===== config.mk =====
export PLATFORM = sky130hd
export DESIGN_NAME = ilkn_metaframe_ctrl
export DESIGN_NICKNAME = d
export VERILOG_FILES = /design/src/rtl/ilkn_metaframe_ctrl.sv
export SDC_FILE = /design/constraint.sdc
export NUM_CORES = 1
export LEC_CHECK = 0
export BUFFER_PORTS_ARGS = -buffer_cell sky130_fd_sc_hd__buf_2
export CORE_ASPECT_RATIO = 0.9
export CORE_UTILIZATION = 29
export DETAILED_ROUTE_END_ITERATION = 8
export SLEW_MARGIN = 20
export SYNTH_ARGS = -nofsm -noshare
export SYNTH_HDL_FRONTEND = slang
export SYNTH_SLANG_ARGS = --single-unit

===== constraint.sdc =====
create_clock -name USER_CLK -period 3.01 [get_ports USER_CLK]
set_clock_uncertainty 0.15 [all_clocks]
set_input_delay 0.301 -clock USER_CLK [delete_from_list [all_inputs] [get_ports USER_CLK]]
set_output_delay 0.301 -clock USER_CLK [all_outputs]
set_load 0.005 [all_outputs]

===== src/rtl/ilkn_metaframe_ctrl.sv =====
// Interlaken TX lane metaframe sequencer.
// Builds Sync / Scrambler State / Skip / payload / Diagnostic words for the
// 64B/67B lane encoder. User words fill the payload slots. Idle control words
// fill any slot the user leaves empty. Every encoder-facing output is registered.
module ilkn_metaframe_ctrl #(
    parameter int unsigned META_LEN  = 2048,
    parameter logic [63:0] IDLE_WORD = 64'h8000_0000_0000_0000
) (
    input  logic        USER_CLK,
    input  logic        SYSTEM_RESET,
    input  logic        ENABLE,
    input  logic [63:0] TX_DATA,
    input  logic [1:0]  TX_HEADER,
    input  logic        TX_VALID,
    output logic        TX_READY,
    input  logic [57:0] SCRAMBLER_STATE,
    input  logic [1:0]  LANE_STATUS,
    output logic [63:0] ENC_DATA,
    output logic [1:0]  ENC_HEADER,
    output logic        ENC_PASSTHROUGH,
    output logic        META_START,
    output logic [15:0] META_CNT
);

    // The word counter is 16 bits wide, and a metaframe needs its four control words.
    if ((META_LEN < 5) || (META_LEN > 65535)) begin : g_meta_len_check
        $error("ilkn_metaframe_ctrl: META_LEN must be within 5..65535");
    end

    localparam logic [1:0]  HDR_CTRL   = 2'b10;
    localparam logic [63:0] SYNC_WORD  = 64'h78F6_78F6_78F6_78F6;
    localparam logic [63:0] SKIP_WORD  = 64'h1E1E_1E1E_1E1E_1E1E;
    localparam logic [5:0]  SCRAM_TAG  = 6'b001010;
    localparam logic [5:0]  DIAG_TAG   = 6'b011001;
    // Word-counter value of the final payload slot (Sync occupies index 0).
    localparam logic [15:0] LAST_SLOT  = 16'(META_LEN - 2);

    typedef enum logic [2:0] {
        StDisabled,
        StSync,
        StScram,
        StSkip,
        StPayload,
        StDiag
    } state_e;

    state_e      state_q, state_d;
    logic [15:0] word_cnt_q, word_cnt_d;
    logic [15:0] meta_cnt_q, meta_cnt_d;
    logic [63:0] enc_data_q, enc_data_d;
    logic [1:0]  enc_header_q, enc_header_d;
    logic        enc_pass_q, enc_pass_d;
    logic        meta_start_q, meta_start_d;

    // Next-state, next-word and user handshake, decoded from the current state.
    always_comb begin
        state_d      = state_q;
        word_cnt_d   = word_cnt_q + 16'd1;
        meta_cnt_d   = meta_cnt_q;
        enc_data_d   = 64'h0;
        enc_header_d = HDR_CTRL;
        enc_pass_d   = 1'b0;
        meta_start_d = 1'b0;
        TX_READY     = 1'b0;

        unique case (state_q)
            StDisabled: begin
                word_cnt_d   = 16'd0;
                enc_header_d = 2'b00;
                enc_pass_d   = 1'b1;
                if (ENABLE) begin
                    state_d = StSync;
                end
            end
            StSync: begin
                enc_data_d   = SYNC_WORD;
                meta_start_d = 1'b1;
                state_d      = StScram;
            end
            StScram: begin
                enc_data_d = {SCRAM_TAG, SCRAMBLER_STATE};
                state_d    = StSkip;
            end
            StSkip: begin
                enc_data_d = SKIP_WORD;
                state_d    = StPayload;
            end
            StPayload: begin
                // A slot is consumed every cycle, even when it carries only an idle word.
                TX_READY = 1'b1;
                if (TX_VALID) begin
                    enc_header_d = TX_HEADER;
                    enc_data_d   = TX_DATA;
                end else begin
                    enc_data_d   = IDLE_WORD;
                end
                if (word_cnt_q == LAST_SLOT) begin
                    state_d = StDiag;
                end
            end
            StDiag: begin
                // CRC32 field is left zero; it is inserted further down the lane.
                enc_data_d = {DIAG_TAG, 24'h0, LANE_STATUS, 32'h0};
                meta_cnt_d = meta_cnt_q + 16'd1;
                word_cnt_d = 16'd0;
                state_d    = ENABLE ? StSync : StDisabled;
            end
            default: begin
                word_cnt_d   = 16'd0;
                enc_header_d = 2'b00;
                enc_pass_d   = 1'b1;
                state_d      = StDisabled;
            end
        endcase
    end

    // State, counters and encoder-facing output registers.
    always_ff @(posedge USER_CLK or posedge SYSTEM_RESET) begin
        if (SYSTEM_RESET) begin
            state_q      <= StDisabled;
            word_cnt_q   <= 16'd0;
            meta_cnt_q   <= 16'd0;
            enc_data_q   <= 64'h0;
            enc_header_q <= 2'b00;
            enc_pass_q   <= 1'b1;
            meta_start_q <= 1'b0;
        end else begin
            state_q      <= state_d;
            word_cnt_q   <= word_cnt_d;
            meta_cnt_q   <= meta_cnt_d;
            enc_data_q   <= enc_data_d;
            enc_header_q <= enc_header_d;
            enc_pass_q   <= enc_pass_d;
            meta_start_q <= meta_start_d;
        end
    end

    assign ENC_DATA        = enc_data_q;
    assign ENC_HEADER      = enc_header_q;
    assign ENC_PASSTHROUGH = enc_pass_q;
    assign META_START      = meta_start_q;
    assign META_CNT        = meta_cnt_q;

endmodule

Yosys cells after proc, flatten, opt, wreduce, memory -nomap -nowiden
Cells that the tools add are included.
{ "op_classes": {"n_addsub": 2, "n_eq_ne": 8, "n_mux": 12, "n_reduce_logical": 5} }
{ "op_table": {"columns": ["operator", "n"], "rows": [
  ["64-bit case mux with 5 select lines", 1],
  ["64-bit two-way mux", 1],
  ["16-bit by 1-bit adder with 16-bit output (second input constant)", 2],
  ["3-bit case mux with 6 select lines", 1],
  ["16-bit by 11-bit == test with 1-bit output (second input constant)", 1],
  ["16-bit two-way mux", 1],
  ["4-bit OR reduction", 2],
  ["3-bit by 2-bit == test with 1-bit output (second input constant)", 2],
  ["3-bit == test (second input constant)", 2],
  ["3-bit two-way mux", 2],
  ["5-bit OR reduction", 1],
  ["1-bit two-way mux", 4],
  ["2-bit != test (second input constant)", 2],
  ["2-bit case mux with 2 select lines", 1],
  ["3-bit by 1-bit == test with 1-bit output (second input constant)", 1],
  ["3-bit zero test", 1],
  ["2-bit two-way mux", 1],
  ["2-bit AND reduction", 1]
]} }
{ "totals": {"ff_bits": 103, "inputBits": 130, "out_inout_bits": 85, "elab_cells": 34} }

Depth between registers and ports, before layout
{ "logic_depth": {"word_depth": 3, "ltp_mapped": 6, "mapped_depth_nobuf": 5} }

Worst setup path after synthesis
Ideal clock, no wire load.
{ "synth_timing": {"path_kind": "register to register", "start": "register state_q[2]", "end": "register enc_data_q[14], in the netlist ENC_DATA[14]", "setup_time_ns": 0.126, "arrival_ns": 1.264, "required_ns": 2.734, "slack_ns": 1.470, "path_stages_with_launch": 6, "path_buffers": 3, "synth_period_minus_slack_ns": 1.540, "cell_sequence": "dfrtp_1 buf_2 and3_1 buf_2 buf_4 a221o_1"} }
{ "synth_between": {"elab_chain_len": 2, "word_cells_on_any_way": 6, "cone_classes": "5 x eq/ne; 1 x mux"} }
{ "synth_rtl": {"columns": ["item", "line_no", "source"], "rows": [
  ["start, declared", "47", "state_e state_q, state_d;"],
  ["start signal, assigned", "120", "state_q <= StDisabled;"],
  ["start signal, assigned", "128", "state_q <= state_d;"],
  ["3-bit == test (tied with other cells)", "66", "unique case (state_q)"],
  ["64-bit case mux with 5 select lines (*)", "66", null],
  ["named net enc_data_d[14]", "50", "logic [63:0] enc_data_q, enc_data_d;"],
  ["end signal, assigned", "131", "enc_data_q <= enc_data_d;"],
  ["end, declared", "50", null]
]} }
The timed path passes the listed nets; every way through them passes the cells marked *.
A chain may end at the register's enable or synchronous reset.

Worst setup path after layout
{ "layout_timing": {"start": "register state_q[1]", "end": "register enc_data_q[52], in the netlist ENC_DATA[52]"} }
The elaborated chain is that of the path after synthesis.

==> impl_metrics.csv <==
group,metric,value,unit
place,place_hpwl,8550,µm
drt,drt_wl_total,11600,µm
place,place.gp.congestion,0.769,
power,seq_power_share,0.512,
drt,drtAntennaViolNets,0,
power,clkPwrFrac,0.401,
logic_synthesis,synth_seq_cells,103,
logic_synthesis,synth.most_common_cell,"dfrtp_1",
place,postPlaceCellArea,0.00550,mm²
critical_path,path_class,"reg -> reg",
sta,worst_pin_slew,0.846,ns
die,floorplan.io_pins,215,
logic_synthesis,yosysSeqAreaShare,0.612,
logic_synthesis,synth_flop_cell,"dfrtp_1",
logic_synthesis,synth_common_cells,"dfrtp_1, nand2_1, a221o_1",
cts,clock_sinks,103,
critical_path,cp_top_family,"simple AND/OR/NAND/NOR gates",
critical_path,cp.buffers_inverters,1,
logic_synthesis,syn-num-nets,488,
sta,relSlewSlack,0.435,
power,switchingPower,609,µW
power,power_density,479,mW/mm²
global_route,antenna_found_initial,0,
power,internal-power,2.20,mW
critical_path,cp_data_required_time,3.13,ns
sta,fin_crit_sh,0.754,
critical_path,cp.arrival,2.39,ns
logic_synthesis,ys_warn_count,0,
die,die_w,129,µm
logic_synthesis,synth-async-reset-ratio,1.00,
logic_synthesis,yosys.area.top_type,"dfrtp_1",
logic_synthesis,synth_edf_count,0,
final_layout,fin_area,0.00586,mm²
critical_path,critPathCaptureType,"flip-flop",
drt,vias,3644,
die,dieArea,0.0150,mm²
cts,h-tree-depth,3,
die,start_util,0.299,
logic_synthesis,avgSynthCellArea,11.9,µm²
die,core-area,0.0141,mm²
global_route,globalRouteTotalUtil,0.153,
critical_path,critPathSlowestCell,"and3_2",
sta,fmax,441,MHz
drt,drc,0,
sta,min_period,2.27,ns
final_layout,n_antenna_cell,0,
global_route,grt_max_degree,49,
final_layout,syn_to_final_growth,39.1,%
logic_synthesis,ys_types,41,
final_layout,final_nets,708,
cts,cts-buffers-inserted,9,
drt,wl_per_cell,15.0,µm
sta,tns,0,ns
final_layout,num-fill-cells,1354,
place,port_buffers,214,
drt,initialDrtViolationCount,193,
power,leakagePower,3.06,nW
critical_path,crit_chain,"nor2_2 -> and3_2 -> buf_4 -> a221o_1",
cts,cts_tree,"done",
die,rows,41,
sta,setup_viol,0,
power,combPwrFrac,0.087,
logic_synthesis,syn_inst,355,
worst_hold_path,hp-class,"in -> reg",
cts,clk-insertion-delay-late,0.34,ns
global_route,overflow,0,
logic_synthesis,netlist_top_cells_area,"dfrtp_1, a221o_1, xnor2_1",
sta,drv_slew,0,
die,die_h,116,µm
power,power_switching_share,0.216,
critical_path,critPathLaunchType,"flip-flop",
global_route,grt_pass1_vias,3507,
cts,clk_pin_slew,0.07,ns
power,ir_drop,286,µV
sta,hold_viol,0,
global_route,grt_pass1_wl,17500,µm
job,drv_cap,0,
logic_synthesis,syn-cell-area,0.00422,mm²
sta,rsz0062_at_grt,"no",
critical_path,critPathMaxFanout,34,
final_layout,drive_above_1_share,0.430,
cts,cts-root-buf,"clkbuf_16",
logic_synthesis,synth_top_area_share,0.606,
cts,clock_path_buffers,2,
critical_path,crit_path_max_incr_delay,0.59,ns
run_status,status,"complete, no violations",
drt,drt_pass1_iterations,4,
drt,viasPerCell,4.72,
power groups by stage:
stage / clock, mW / sequential, mW / combinational [mW]
final: 1.13 / 1.44 / 0.245
after floorplan: 0 / 1.47 / 0.0788
after global placement: 0 / 1.47 / 0.237
after global routing: 1.22 / 1.44 / 0.273
after detailed placement: 0 / 1.47 / 0.242
after CTS: 1.18 / 1.44 / 0.249
tightest hold or removal path, delay by kind of cell:
| family | cells | cell delay, ns |
|---|---|---|
| and+or+nand+nor | 2 | 0.09 |
| buffers and inverters | 1 | 0.08 |
cells by family (layout without fill, tap and decap cells):
kind of cell,Yosys count,in the layout,share of synthesized area
simple gates,111,111,0.134
flops,103,103,0.612
compound gates,77,77,0.146
buf+inv,32,256,0.0377
xor+xnor,27,27,0.0561
fa+ha+maj,3,3,0.00891
mux,2,2,0.00534
placed cells by master (no fill, tap or decap), drive strengths merged, types with 2 or more instances in the layout:
cell type    count
ha               3
and3             3
nand4            7
clkinvlp         3
nor4             6
inv              8
a21oi            7
nor2b            3
a22oi            2
a31oi            2
nand2           39
o21ai           17
a22o            10
buf            224
xnor2           19
a221o           35
nand3           13
nor2            23
dlygate4sd3      8
dfrtp          102
nand2b           3
mux2             2
clkbuf          12
nor3             6
xor2             8
state kept, by name, indices dropped and copies added, names as in the netlist:
signal,count
ENC_HEADER,2
ENC_PASSTHROUGH,1
ENC_DATA,64
META_START,1
state_q,3
META_CNT,16
word_cnt_q,16
layer usage:
layer | share of wire | GRT usage
met3 | 0.065 | 0.0458
met4 | 0.018 | 0.0502
met5 | 0 | 0
met1 | 0.45 | 0.200
met2 | 0.47 | 0.245
per-stage QoR:
step | util | total power, mW | worst slack [ns] | cells | hold slack [ns]
final | 0.416 | 2.81 | 0.740 | 772 | 0.0133
after floorplan | - | 1.55 | 1.33 | 355 | 0.238
after global routing | 0.416 | 2.94 | 0.560 | 772 | 0.00772
after CTS | 0.415 | 2.87 | 0.702 | 771 | 0.00356
after global placement | 0.390 | 1.70 | 0.850 | 749 | 0.306
after detailed placement | 0.390 | 1.71 | 0.716 | 749 | 0.324
timing repair:
item / CTS / global route
buffers inserted: 0 / 0
gates resized for setup: 0 / 0
hold buffers: 7 / 1
endpoints found under the hold margin: 41 / 1
area by class of cell:
class | count | area [µm²] | share of cell area
clock buffers | 12 | 236 | 0.0403
clock inverters | 3 | 45.0 | 0.00768
inverters | 9 | 37.5 | 0.00640
multi-input cells | 220 | 1490 | 0.253
flip-flops and latches | 103 | 2580 | 0.440
well taps | 193 | 241 | 0.0412
repair buffers | 232 | 1240 | 0.211
final timing paths:
check,from,to,slack [ns],depth (start not counted)
worst max-delay path,state_q[1],ENC_DATA[52],0.74,4
worst min-delay path,TX_DATA[9],ENC_DATA[9],0.01,3
worst max register to register,state_q[1],ENC_DATA[52],0.74,4
worst min register to register,META_CNT[15],META_CNT[15],0.33,1
max in group asynchronous,SYSTEM_RESET,ENC_PASSTHROUGH,1.39,4
min in group asynchronous,SYSTEM_RESET,ENC_DATA[20],0.53,3
No activity file was read; power rests on OpenSTA's default activity.
